==> src/rtl/i2s_pkg.sv <==
// i2s_pkg: constants, the stereo sample type and the slot-to-bit mapping
// shared by the I2S transmitter and receiver.
package i2s_pkg;

    localparam int FRAME_CLKS   = 512;
    localparam int SLOT_BITS    = 32;
    localparam int CNT_W        = 9;
    localparam int SLOT_W       = $clog2(SLOT_BITS);
    localparam int SAMPLE_MAX_W = 31;

    // Samples are stored LSB-aligned in a fixed-width container so that one
    // type serves every legal WIDTH (8..31); unused upper bits stay zero.
    typedef struct packed {
        logic [SAMPLE_MAX_W-1:0] left;
        logic [SAMPLE_MAX_W-1:0] right;
    } stereo_sample_t;

    // Maps a slot number to {valid, bit index} for a WIDTH-bit sample.
    // Standard I2S puts the MSB one slot after the lrck edge; left-justified
    // puts it in the slot coincident with the edge. Invalid slots carry zero.
    function automatic logic [SLOT_W:0] slot_to_bit(input logic [SLOT_W-1:0] slot,
                                                    input int width,
                                                    input logic left_just);
        int s;
        int idx;
        logic hit;
        s = int'(slot);
        if (left_just) begin
            idx = width - 1 - s;
            hit = (s < width);
        end else begin
            idx = width - s;
            hit = (s >= 1) && (s <= width);
        end
        if (hit) begin
            return {1'b1, idx[SLOT_W-1:0]};
        end
        return '0;
    endfunction

endpackage

==> src/rtl/i2s_clkgen.sv <==
// i2s_clkgen: free-running 9-bit frame counter plus registered scki, bck and
// lrck derived from it. Every output comes straight from a flop.
module i2s_clkgen
    import i2s_pkg::*;
(
    input  logic             clk,
    input  logic             reset,
    output logic [CNT_W-1:0] cnt,
    output logic             scki,
    output logic             bck,
    output logic             lrck
);

    logic [CNT_W-1:0] cnt_q;
    logic [CNT_W-1:0] cnt_d;
    logic             scki_q;
    logic             bck_q;
    logic             lrck_q;

    // Next count; the natural 9-bit wrap gives 511 -> 0.
    always_comb begin
        cnt_d = cnt_q + CNT_W'(1);
    end

    // Counter and clock registers; clocks track the counter bits they mirror.
    always_ff @(posedge clk or negedge reset) begin
        if (!reset) begin
            cnt_q  <= '0;
            scki_q <= 1'b0;
            bck_q  <= 1'b0;
            lrck_q <= 1'b0;
        end else begin
            cnt_q  <= cnt_d;
            scki_q <= cnt_d[0];
            bck_q  <= cnt_d[2];
            lrck_q <= cnt_d[8];
        end
    end

    assign cnt  = cnt_q;
    assign scki = scki_q;
    assign bck  = bck_q;
    assign lrck = lrck_q;

endmodule

==> src/rtl/i2s_tx.sv <==
// i2s_tx: I2S master transmitter. One-deep holding register fed by a
// valid/ready handshake, frame transfer into the active register at
// cnt==510, serial data updated on bck falling edges.
// Build option: define I2S_TX_LEFT_JUSTIFIED_EN for left-justified format.
module i2s_tx
    import i2s_pkg::*;
#(
    parameter int WIDTH = 24
) (
    input  logic             clk,
    input  logic             reset,
    input  logic             in_valid,
    output logic             in_ready,
    input  logic [WIDTH-1:0] left,
    input  logic [WIDTH-1:0] right,
    output logic             scki,
    output logic             bck,
    output logic             lrck,
    output logic             dout,
    output logic             underflow
);

`ifdef I2S_TX_LEFT_JUSTIFIED_EN
    localparam logic LEFT_JUST = 1'b1;
`else
    localparam logic LEFT_JUST = 1'b0;
`endif

    localparam logic [CNT_W-1:0] XFER_CNT = CNT_W'(FRAME_CLKS - 2);

    logic [CNT_W-1:0]  cnt;
    logic [CNT_W-1:0]  cnt_next;
    logic              accept;
    logic              frame_xfer;
    stereo_sample_t    hold_q;
    logic              hold_full_q;
    logic              hold_full_d;
    stereo_sample_t    active_q;
    logic              underflow_q;
    logic              dout_q;
    logic              dout_d;
    logic [SLOT_W:0]   bit_sel;
    logic [SAMPLE_MAX_W-1:0] word;

    i2s_clkgen u_clkgen (
        .clk   (clk),
        .reset (reset),
        .cnt   (cnt),
        .scki  (scki),
        .bck   (bck),
        .lrck  (lrck)
    );

    assign in_ready   = !hold_full_q;
    assign accept     = in_valid && !hold_full_q;
    assign frame_xfer = (cnt == XFER_CNT);

    // Holding register occupancy: the frame transfer empties it, otherwise an accept fills it.
    always_comb begin
        hold_full_d = hold_full_q;
        if (frame_xfer && hold_full_q) begin
            hold_full_d = 1'b0;
        end else if (accept) begin
            hold_full_d = 1'b1;
        end
    end

    // Serial bit for the slot that starts after the coming bck falling edge.
    always_comb begin
        cnt_next = cnt + CNT_W'(1);
        bit_sel  = slot_to_bit(cnt_next[7:3], WIDTH, LEFT_JUST);
        word     = cnt_next[8] ? active_q.right : active_q.left;
        dout_d   = bit_sel[SLOT_W] & word[bit_sel[SLOT_W-1:0]];
    end

    // Handshake, frame transfer, underflow flag and data register.
    always_ff @(posedge clk or negedge reset) begin
        if (!reset) begin
            hold_q      <= '0;
            hold_full_q <= 1'b0;
            active_q    <= '0;
            underflow_q <= 1'b0;
            dout_q      <= 1'b0;
        end else begin
            hold_full_q <= hold_full_d;
            if (accept) begin
                hold_q.left  <= SAMPLE_MAX_W'(left);
                hold_q.right <= SAMPLE_MAX_W'(right);
            end
            if (frame_xfer) begin
                active_q <= hold_full_q ? hold_q : '0;
            end
            underflow_q <= frame_xfer && !hold_full_q;
            if (cnt[2:0] == 3'd7) begin
                dout_q <= dout_d;
            end
        end
    end

    assign dout      = dout_q;
    assign underflow = underflow_q;

endmodule

==> config.mk <==
export PLATFORM = sky130hd
export DESIGN_NAME = i2s_tx
export DESIGN_NICKNAME = d
export VERILOG_FILES = /design/src/rtl/i2s_pkg.sv /design/src/rtl/i2s_clkgen.sv /design/src/rtl/i2s_tx.sv
export SDC_FILE = /design/constraint.sdc
export NUM_CORES = 1
export LEC_CHECK = 0
export BUFFER_PORTS_ARGS = -buffer_cell sky130_fd_sc_hd__buf_4
export CORE_ASPECT_RATIO = 0.75
export CORE_UTILIZATION = 40
export CTS_CLUSTER_SIZE = 12
export DETAILED_ROUTE_END_ITERATION = 12
export SETUP_SLACK_MARGIN = 0.3
export SLEW_MARGIN = 30
export SYNTH_ARGS = -nofsm -noshare
export SYNTH_HDL_FRONTEND = slang
export SYNTH_SLANG_ARGS = --single-unit
==> constraint.sdc <==
create_clock -name clk -period 3.6 [get_ports clk]
set_input_delay 0.36 -clock clk [delete_from_list [all_inputs] [get_ports clk]]
set_output_delay 0.36 -clock clk [all_outputs]
set_load 0.02 [all_outputs]
Word level (Yosys, flattened, before mapping)
Cells that the tools add are included.

Bits in registers: 125. Output and inout port bits: 6. Word-level logic and storage cells: 34.

Add/subtract/negate cells: 2. $lt $le $gt $ge: 3. Equal/unequal tests: 2. Muxes and demuxes: 9. Bitwise operators: 1. Reductions and logical operators: 6.

Operator list (number): two-way mux 55 bit (1); two-way mux 31 bit (1); two-way mux 6 bit (2); adder 9 x 1 -> 9 bit (second input constant) (1); equality test 9 bit (second input constant) (1); < comparator 5 x 6 -> 1 bit (second input constant) (1); binary-select mux 1 bit (select 5 bit) (1); greater-or-equal comparator 5 x 1 -> 1 bit (second input constant) (1); less-or-equal comparator 5 bit (second input constant) (1); subtractor 5 bit (first input constant) (1); logical AND 1 bit (4); two-way mux 1 bit (4); equality test 3 bit (second input constant) (1); nonzero test 2 bit (1); bitwise AND 1 bit (1); logical NOT 1 bit (1).

Depth between registers and ports, before layout
Gate-level depths: netlist of the first run.

Depth after elaboration: 8. Depth in mapped cells: 13.

Hierarchy
Synthesis of the first run repeated with hierarchy kept, for this count alone.

Cells, all modules: 507. Area, all modules: 5190.0 sq um.

By module, submodules not included: i2s_tx (times used 1, cells each 476, area an instance 4809.6 sq um, seq. area each 2477.4 sq um); i2s_clkgen (times used 1, cells each 31, area an instance 380.4 sq um, seq. area each 225.2 sq um).

Least setup slack after synthesis of the first run
Ideal clock, no wire load.

Path kind: reg-to-reg. From: register u_clkgen.cnt_q[0], in the netlist u_clkgen.cnt[0]. To: register dout_q, in the netlist dout. Library setup time: 0.139 ns. Arrival: 3.423 ns. Slack: 0.037 ns. Cell stages (with the launch flop): 13. Buffers on the path: 0. Period minus slack after synthesis: 3.563 ns. Path through: dfrtp_1 ha_1 and3_2 xnor2_1 ha_1 nand2b_1 and2_1 o32ai_4 o21ai_2 mux2_2 mux4_2 a2111oi_4 o41ai_2.

Cells in the longest elaborated chain, start to end: 8. Elaborated cells on any way between the ends: 13.

Ends and longest elaborated chain: from (decl) (line i2s_clkgen.sv:14) `logic [CNT_W-1:0] cnt_q;`; from (signal assigned) (line i2s_clkgen.sv:33) `cnt_q <= cnt_d;`; adder 9 x 1 -> 9 bit (line i2s_tx.sv:70) `cnt_next = cnt + CNT_W'(1);`; greater-or-equal comparator 5 x 1 -> 1 bit or less-or-equal comparator 5 bit (tied branches) (line i2s_pkg.sv:33) `hit = (s >= 1) && (s <= width);`; logical AND 1 bit (line i2s_pkg.sv:33); two-way mux 1 bit (line i2s_pkg.sv:35) `if (hit) begin`; two-way mux 6 bit (line i2s_pkg.sv:38) `return '0;`; binary-select mux 1 bit (select 5 bit) (line i2s_tx.sv:73) `dout_d = bit_sel[SLOT_W] & word[bit_sel[SLOT_W-1:0]];`; two-way mux 1 bit (implied by the code) (line i2s_tx.sv:73); bitwise AND 1 bit (line i2s_tx.sv:73); to (signal assigned) (line i2s_tx.sv:95) `dout_q <= dout_d;`; to (decl) (line i2s_tx.sv:40) `logic dout_q;`.

Several ways; a longest one is shown, not always the timed one. The select of a mux whose other input is x is not followed. A chain may end at the register's enable or synchronous reset.

Final worst setup path of the first run
From: register u_clkgen.cnt_q[1], in the netlist u_clkgen.cnt[1]. To: register dout_q, in the netlist dout.

The elaborated chain is that of the path after synthesis.

==> summary.md, run 1 <==
| Metric | Value |
|---|---|
| Status | finished, final reports clean |
| Critical Path RT | 3.81 ns |
| Hold crit path type | input port to asynchronous set/reset pin |
| Area leader, netlist | dfrtp_1 |
| Post-synthesis adder-cell area fraction | 1.262% |
| Die X-Extent | 130.5 um |
| Mapped Cells | 442 |
| Clock skew | 0.009192 ns |
| Sinks on Clock Net | 108 |
| Setup tns final | 0 ns |
| Power density over the cells | 470.3 nW/um^2 |
| Fin area | 6076 um^2 |
| Post-place setup slack | 0.005000 ns |
| Port buffer count | 56 |
| XOR/XNOR Fraction of Synth Area | 1.792% |
| Inserted Clock Buffers | 9 |
| Yosys top cell area share | 54.53% |
| CP delay by family, top | multiplexers |
| Unrepaired setup endpoints after global routing | yes |
| Row count | 34 |
| Hold slack | 0.05000 ns |
| Tcrit/Tclk final | 93.19% |
| Diodes inserted | 0 |
| Slew headroom | 39.34% |
| Share of layout cells above drive strength 1 | 35.62% |
| Mapped Area | 4956 um^2 |
| TritonCTS clock tree | done |
| Dpl cell area | 5617 um^2 |
| Critical path startpoint category | register |
| Total of max-cap violations | 0 |
| WL/cell | 15.94 um |
| Die height | 98.40 um |
| Root Driver | clkbuf_16 |
| Hold Buf Count CTS | 0 |
| Worst path arrival time | 3.57 ns |
| Worst stage delay on the critical path | 0.49 ns |
| Post-synthesis mux area share | 16.13% |
| Crit Path Max Fanout | 7 |
| Pin count of the biggest net entering global routing | 56 |
| Nets | 562 |
| Peak VDD IR | 0.0002449 V |
| Synth Register Bits | 108 |
| Synth area leaders | dfrtp_1, mux2_2, nand2_1 |
| Initial core utilization | 41.91% |
| Clock latency at the later pin of the worst-skew pair | 0.35 ns |
| Worst path bufs/invs | 1 |
| CP Cell Sequence | ha_4, and3_4, xnor2_4, ha_4, nand2b_1, and2_4, o32ai_4, buf_12, o21ai_4, mux2_2, mux4_2, a2111oi_4, o41ai_2 |
| Final Hold Vio Count | 0 |
| Tmin final | 3.355 ns |
| Die ar. | 12840 um^2 |
| Drt first pass iters | 4 |
| Measured slew at the worst slew-check pin | 0.9099 ns |
| CTS Buffer Depth | 2 |
| Clock slew at reported path FFs | 0.07 ns |
| Slowest stage cell on the critical path | mux4_2 |
| Syn Nets | 498 |
| First-pass GRT wire length | 18.38 mm |
| Kind of critical path | register to register |
| Seq/Total Area, Yosys | 54.53% |
| Leak Pwr | 2.926 nW |
| Detailed-route vias per instance | 5.153 |
| CP Capture Type | register |
| Post-DRT Antenna Nets | 0 |
| I/O pin count | 57 |
| Largest family of logic cells by synthesized area | simple AND/OR/NAND/NOR gates |
| Compound-gate portion of the synthesized area | 6.059% |
| Yosys warning count | 0 |
| Primary FF master, synth | dfrtp_1 |
| Final WL | 10.73 mm |
| FFs w/ async S/R, synth | 100.0% |
| Overflow after GRT | 0 |
| Core footprint | 11830 um^2 |
| Drt initial violations | 309 |
| H-tree levels | 3 |
| PnR Total Power | 0.002858 W |
| Final setup fails | 0 |
| Post-synthesis simple-gate area fraction | 17.09% |
| Fmax | 298.1 MHz |
| Initial antenna violation count | 0 |
| Final GP Congestion | 0.9477 |
| Post-synth EDFFs | 0 |
| Slew Limit Fails | 0 |
| DRC viols | 0 |
| Routed vias | 3468 |
| Mean Syn Cell Area | 11.21 um^2 |
| Final WS setup | 0.2451 ns |
| Total GRT Usage | 18.55% |
| CP most frequent cell | ha_4 |
| Number of global-route vias before repair | 3650 |
| Post-synthesis cell type count | 52 |
| P&R area growth vs syn | 22.60% |
| DP Wirelength | 7.321 mm |
==> worst paths after layout <==
path                            startpoint         endpoint  slack (ns)  cells past startpoint
max                        u_clkgen.cnt[1]             dout        0.25                     13
min                                  reset      hold_full_q        0.05                      1
max reg2reg                u_clkgen.cnt[1]             dout        0.25                     13
min reg2reg                   active_q[31]     active_q[31]        0.47                      2
max in group asynchronous            reset  u_clkgen.cnt[2]        2.80                      2
min in group clk                 right[21]       hold_q[21]        0.24                      2
==> layout by cell type, fill, tap and decap left out, drive strengths merged, types with 2 or more instances in the layout <==
cell	count
nand2	113
dfrtp	108
buf	79
mux2	53
nand3	51
inv	15
clkbuf	9
nor2	7
xnor2	7
mux2i	6
mux4	6
ha	5
o21ai	4
o2bb2ai	3
a211o	3
a21oi	3
and4	3
a22oi	3
and2	3
a211oi	3
nand4	2
nand2b	2
or3	2
and3	2
o41ai	2
a2111oi	2
==> synth_stat cells (all sizes together), types with 2 or more instances <==
master,number
a2111oi,2
nand3,51
a211o,3
buf,6
mux2,53
a211oi,3
or3,2
mux4,6
o2bb2ai,3
nor2,7
dfrtp,108
nand4,2
nand2b,2
clkbuf,20
and2,3
a22oi,3
xnor2,7
inv,11
nand2,113
ha,5
and4,3
and3,2
o21ai,4
mux2i,6
a21oi,3
o41ai,2
==> worst register-to-register path, delay by kind of cell, from the launching register on <==
kind | cells | cell delay, ns
buffers and inverters | 1 | 0.15
XOR/XNOR | 1 | 0.14
multiplexers | 2 | 0.87
flip-flops | 1 | 0.44
adder cells (fa/ha/maj) | 2 | 0.36
AO/OA/AOI/OAI | 4 | 0.80
AND/OR/NAND/NOR | 3 | 0.46
==> power by group <==
part           internal (W)  switching [W]  total, W
clock network      0.000551       0.000463   0.00101
registers           0.00142       0.000117   0.00154
logic              0.000200       0.000105  0.000305
==> area by class of cell <==
class                      count  area [um^2]
fill                        1081         5751
sequential                   108         2706
multi-input combinational    297         2200
timing repair buffer          79        618.1
clock buffer                   9        225.2
tap                          162        202.7
clock inverter                 7        80.08
inverter                      11        43.79
==> sequential cells by signal (all words and copies together), names as in the netlist <==
register / flops
u_clkgen.cnt: 9
hold_full_q: 1
hold_q: 48
dout: 1
active_q: 48
underflow: 1
==> cells by family (layout without fill, tap and decap cells) <==
| group | count (synthesis) | in the layout |
|---|---|---|
| mux | 65 | 65 |
| fa+ha+maj | 5 | 5 |
| flops | 108 | 108 |
| buf+inv | 37 | 106 |
| xor+xnor | 8 | 8 |
| simple gates | 190 | 190 |
| compound gates | 29 | 29 |
==> what timing repair did <==
item | 4_1_cts | 5_1_grt
endpoints found under the hold margin | 0 | 0
gates resized for setup | 8 | 1
endpoints found under the setup margin | 1 | 1
pin swaps | 7 | 2
buffers inserted | 11 | 2
==> per-layer routing <==
metal / vias up / global-route usage, % / wire (um) / share of wire [%]
li1: 1651 / - / - / -
met1: 1737 / 26.67 / 5011 / 47
met2: 72 / 28.69 / 5144 / 48
met3: 8 / 4.603 / 487 / 4.5
met4: 0 / 3.183 / 82 / 0.76
met5: - / 0 / 0 / 0
==> metrics by stage <==
stage	instances	util (%)
5_1_grt	673	51.38
3_5_place_dp	644	47.49
4_1_cts	671	51.16
6_report	673	51.38
3_3_place_gp	644	47.49
2_1_floorplan	442	-
(Power assumes the default switching activity.)
==> run 2: changes to the inputs <==
REMOVE_ABC_BUFFERS = 1   (was not set)
==> summary.md, run 2 (synthesis results as in run 1) <==
| Metric | Value |
|---|---|
| Status | finished, final reports clean |
| First-pass GRT wire length | 17.45 mm (-5.1%) |
| Final WS setup | 0.2367 ns (-0.008349 ns) |
| PnR Total Power | 0.002839 W (-0.66%) |
| Final GP Congestion | 0.8348 (-12%) |
| Clock skew | 0.006372 ns (-0.002820 ns) |
| Drt first pass iters | 7 (+3) |
| Leak Pwr | 2.922 nW (-0.14%) |
| Nets | 561 (-0.18%) |
| Power density over the cells | 469.2 nW/um^2 (-0.24%) |
| Critical path startpoint category | register |
| Detailed-route vias per instance | 5.037 (-2.2%) |
| Post-DRT Antenna Nets | 0 (unchanged) |
| Routed vias | 3385 (-2.4%) |
| P&R area growth vs syn | 22.09% |
| Storage cell area | 2704 um^2 (about the same) |
| Kind of critical path | register to register |
| Hold crit path type | input port to asynchronous set/reset pin |
| WL/cell | 15.16 um (-4.8%) |
| Clock latency at the later pin of the worst-skew pair | 0.35 ns (about the same) |
| Area occupied by multi-input gates | 2187 um^2 (-0.57%) |
| Slew headroom | 39.96% (+0.62 points) |
| Post-place setup slack | -0.05319 ns (-0.05819 ns) |
| Peak VDD IR | 0.0003322 V (+36%) |
| Clock slew at reported path FFs | 0.07 ns (about the same) |
| Port buffer count | 56 (unchanged) |
| Final WL | 10.19 mm (-5.0%) |
| Slew Limit Fails | 0 (unchanged) |
| Die ar. | 12840 um^2 (unchanged) |
| TritonCTS clock tree | done |
| Total of max-cap violations | 0 (unchanged) |
| Most common cell after layout, fill and taps aside | nand2_1 |
| Die X-Extent | 130.5 um (unchanged) |
| Final setup fails | 0 (unchanged) |
| Initial core utilization | 41.91% (unchanged) |
| I/O pin count | 57 (unchanged) |
| Diodes inserted | 0 (unchanged) |
| Sinks on Clock Net | 108 (unchanged) |
| Final-layout fill cell count | 1095 (+1.3%) |
| Inserted Clock Buffers | 9 (unchanged) |
| Core footprint | 11830 um^2 (unchanged) |
| CP Capture Type | register |
| Hold slack | 0.05993 ns (+0.009932 ns) |
| DP Wirelength | 6.849 mm (-6.5%) |
| Fmax | 297.3 MHz (-0.25%) |
| Most frequent cells in the layout | nand2_1, dfrtp_1, buf_4, mux2_2, nand3_1 |
| Pin count of the biggest net entering global routing | 90 (+61%) |
| Tcrit/Tclk final | 93.42% (+0.23 points) |
| Tmin final | 3.363 ns (+0.008349 ns) |
| Initial antenna violation count | 0 (unchanged) |
| Number of global-route vias before repair | 3415 (-6.4%) |
| CP Cell Sequence | ha_2, and3_4, xnor2_4, ha_4, buf_4, a22oi_2, o32ai_4, o21ai_4, mux2_2, mux4_2, a2111oi_4, o41ai_2 |
| H-tree levels | 3 (unchanged) |
| DRC viols | 0 (unchanged) |
| Hold Buf Count CTS | 0 (unchanged) |
| Measured slew at the worst slew-check pin | 0.9006 ns (-0.009323 ns) |
| Drt initial violations | 178 (-42%) |
| Final core utilization | 51.16% (-0.21 points) |
| Critical Path RT | 3.82 ns (about the same) |
| Final Hold Vio Count | 0 (unchanged) |
| Worst path arrival time | 3.59 ns (+0.02 ns) |
| Total GRT Usage | 17.43% (-1.1 points) |
| Worst stage delay on the critical path | 0.52 ns (+0.03 ns) |
| Crit Path Max Fanout | 5 (-2) |
| Overflow after GRT | 0 (unchanged) |
| Slowest stage cell on the critical path | mux4_2 |
| Die height | 98.40 um (unchanged) |
| Unrepaired setup endpoints after global routing | yes |
| Row count | 34 (unchanged) |
| CTS Buffer Depth | 2 (unchanged) |
| Share of layout cells above drive strength 1 | 35.29% (-0.32 points) |
| Root Driver | clkbuf_16 |
[run 2: cell types whose count changed in the layout (fill, tap and decap cells not counted), sizes merged]
cell,previous run,this run
clkinv,1,2
inv,15,13
clkbuf,9,10
buf,79,78
[run 2: cell type report]
class	count	area share (%)
flip-flops and latches	108	44.69
multi-input cells	297	36.15
repair buffers	78	10.13
clock buffers	10	3.784
well taps	162	3.350
clock inverters	6	1.179
inverters	11	0.7237
[run 2: worst max-delay path: cells and delay by family (launching register included)]
kind / cells / cell delay, ns
multiplexers: 2 / 0.89
buffers and inverters: 1 / 0.14
adder cells (fa/ha/maj): 2 / 0.41
XOR/XNOR: 1 / 0.16
AO/OA/AOI/OAI: 5 / 1.06
AND/OR/NAND/NOR: 1 / 0.20
flip-flops: 1 / 0.39
[run 2: worst paths after layout]
check / start / to / slack [ns] / depth (start not counted)
worst max-delay path: u_clkgen.cnt[1] / dout / 0.24 / 12
worst min-delay path: reset / hold_q[47] / 0.06 / 1
worst max register to register: u_clkgen.cnt[1] / dout / 0.24 / 12
worst min register to register: active_q[35] / active_q[35] / 0.46 / 2
max in group asynchronous: reset / hold_q[39] / 2.74 / 2
min in group clk: right[13] / hold_q[13] / 0.23 / 2
[run 2: where the power goes]
part | switching [W] | internal (W)
combinational | 0.000103 | 0.000198
clock | 0.000451 | 0.000547
sequential | 0.000117 | 0.00142
total | 0.000671 | 0.00217
[run 2: through the flow]
| step | setup TNS [ns] | instance area (um^2) | instances |
|---|---|---|---|
| floorplan | -4.551 | 4845 | 416 |
| global placement | 0 | 5558 | 644 |
| detailed placement | -0.05319 | 5589 | 645 |
| CTS | 0 | 5948 | 665 |
| global route | 0 | 6051 | 672 |
| finish | 0 | 6051 | 672 |
[run 2: timing repair]
| item | in CTS | in global routing |
|---|---|---|
| setup endpoints to repair | 1 | 1 |
| buffers inserted | 4 | 7 |
| pin swaps | 5 | 8 |
| gates resized for setup | 6 | 9 |
[run 2: metal layers]
layer / part of all wire [%] / global-route usage, % / vias to the layer above
li1: - / - / 1657
met3: 3.3 / 4.219 / 10
met4: 1.0 / 4.244 / 0
met1: 49 / 25.02 / 1662
met5: 0 / 0 / -
met2: 47 / 26.46 / 56
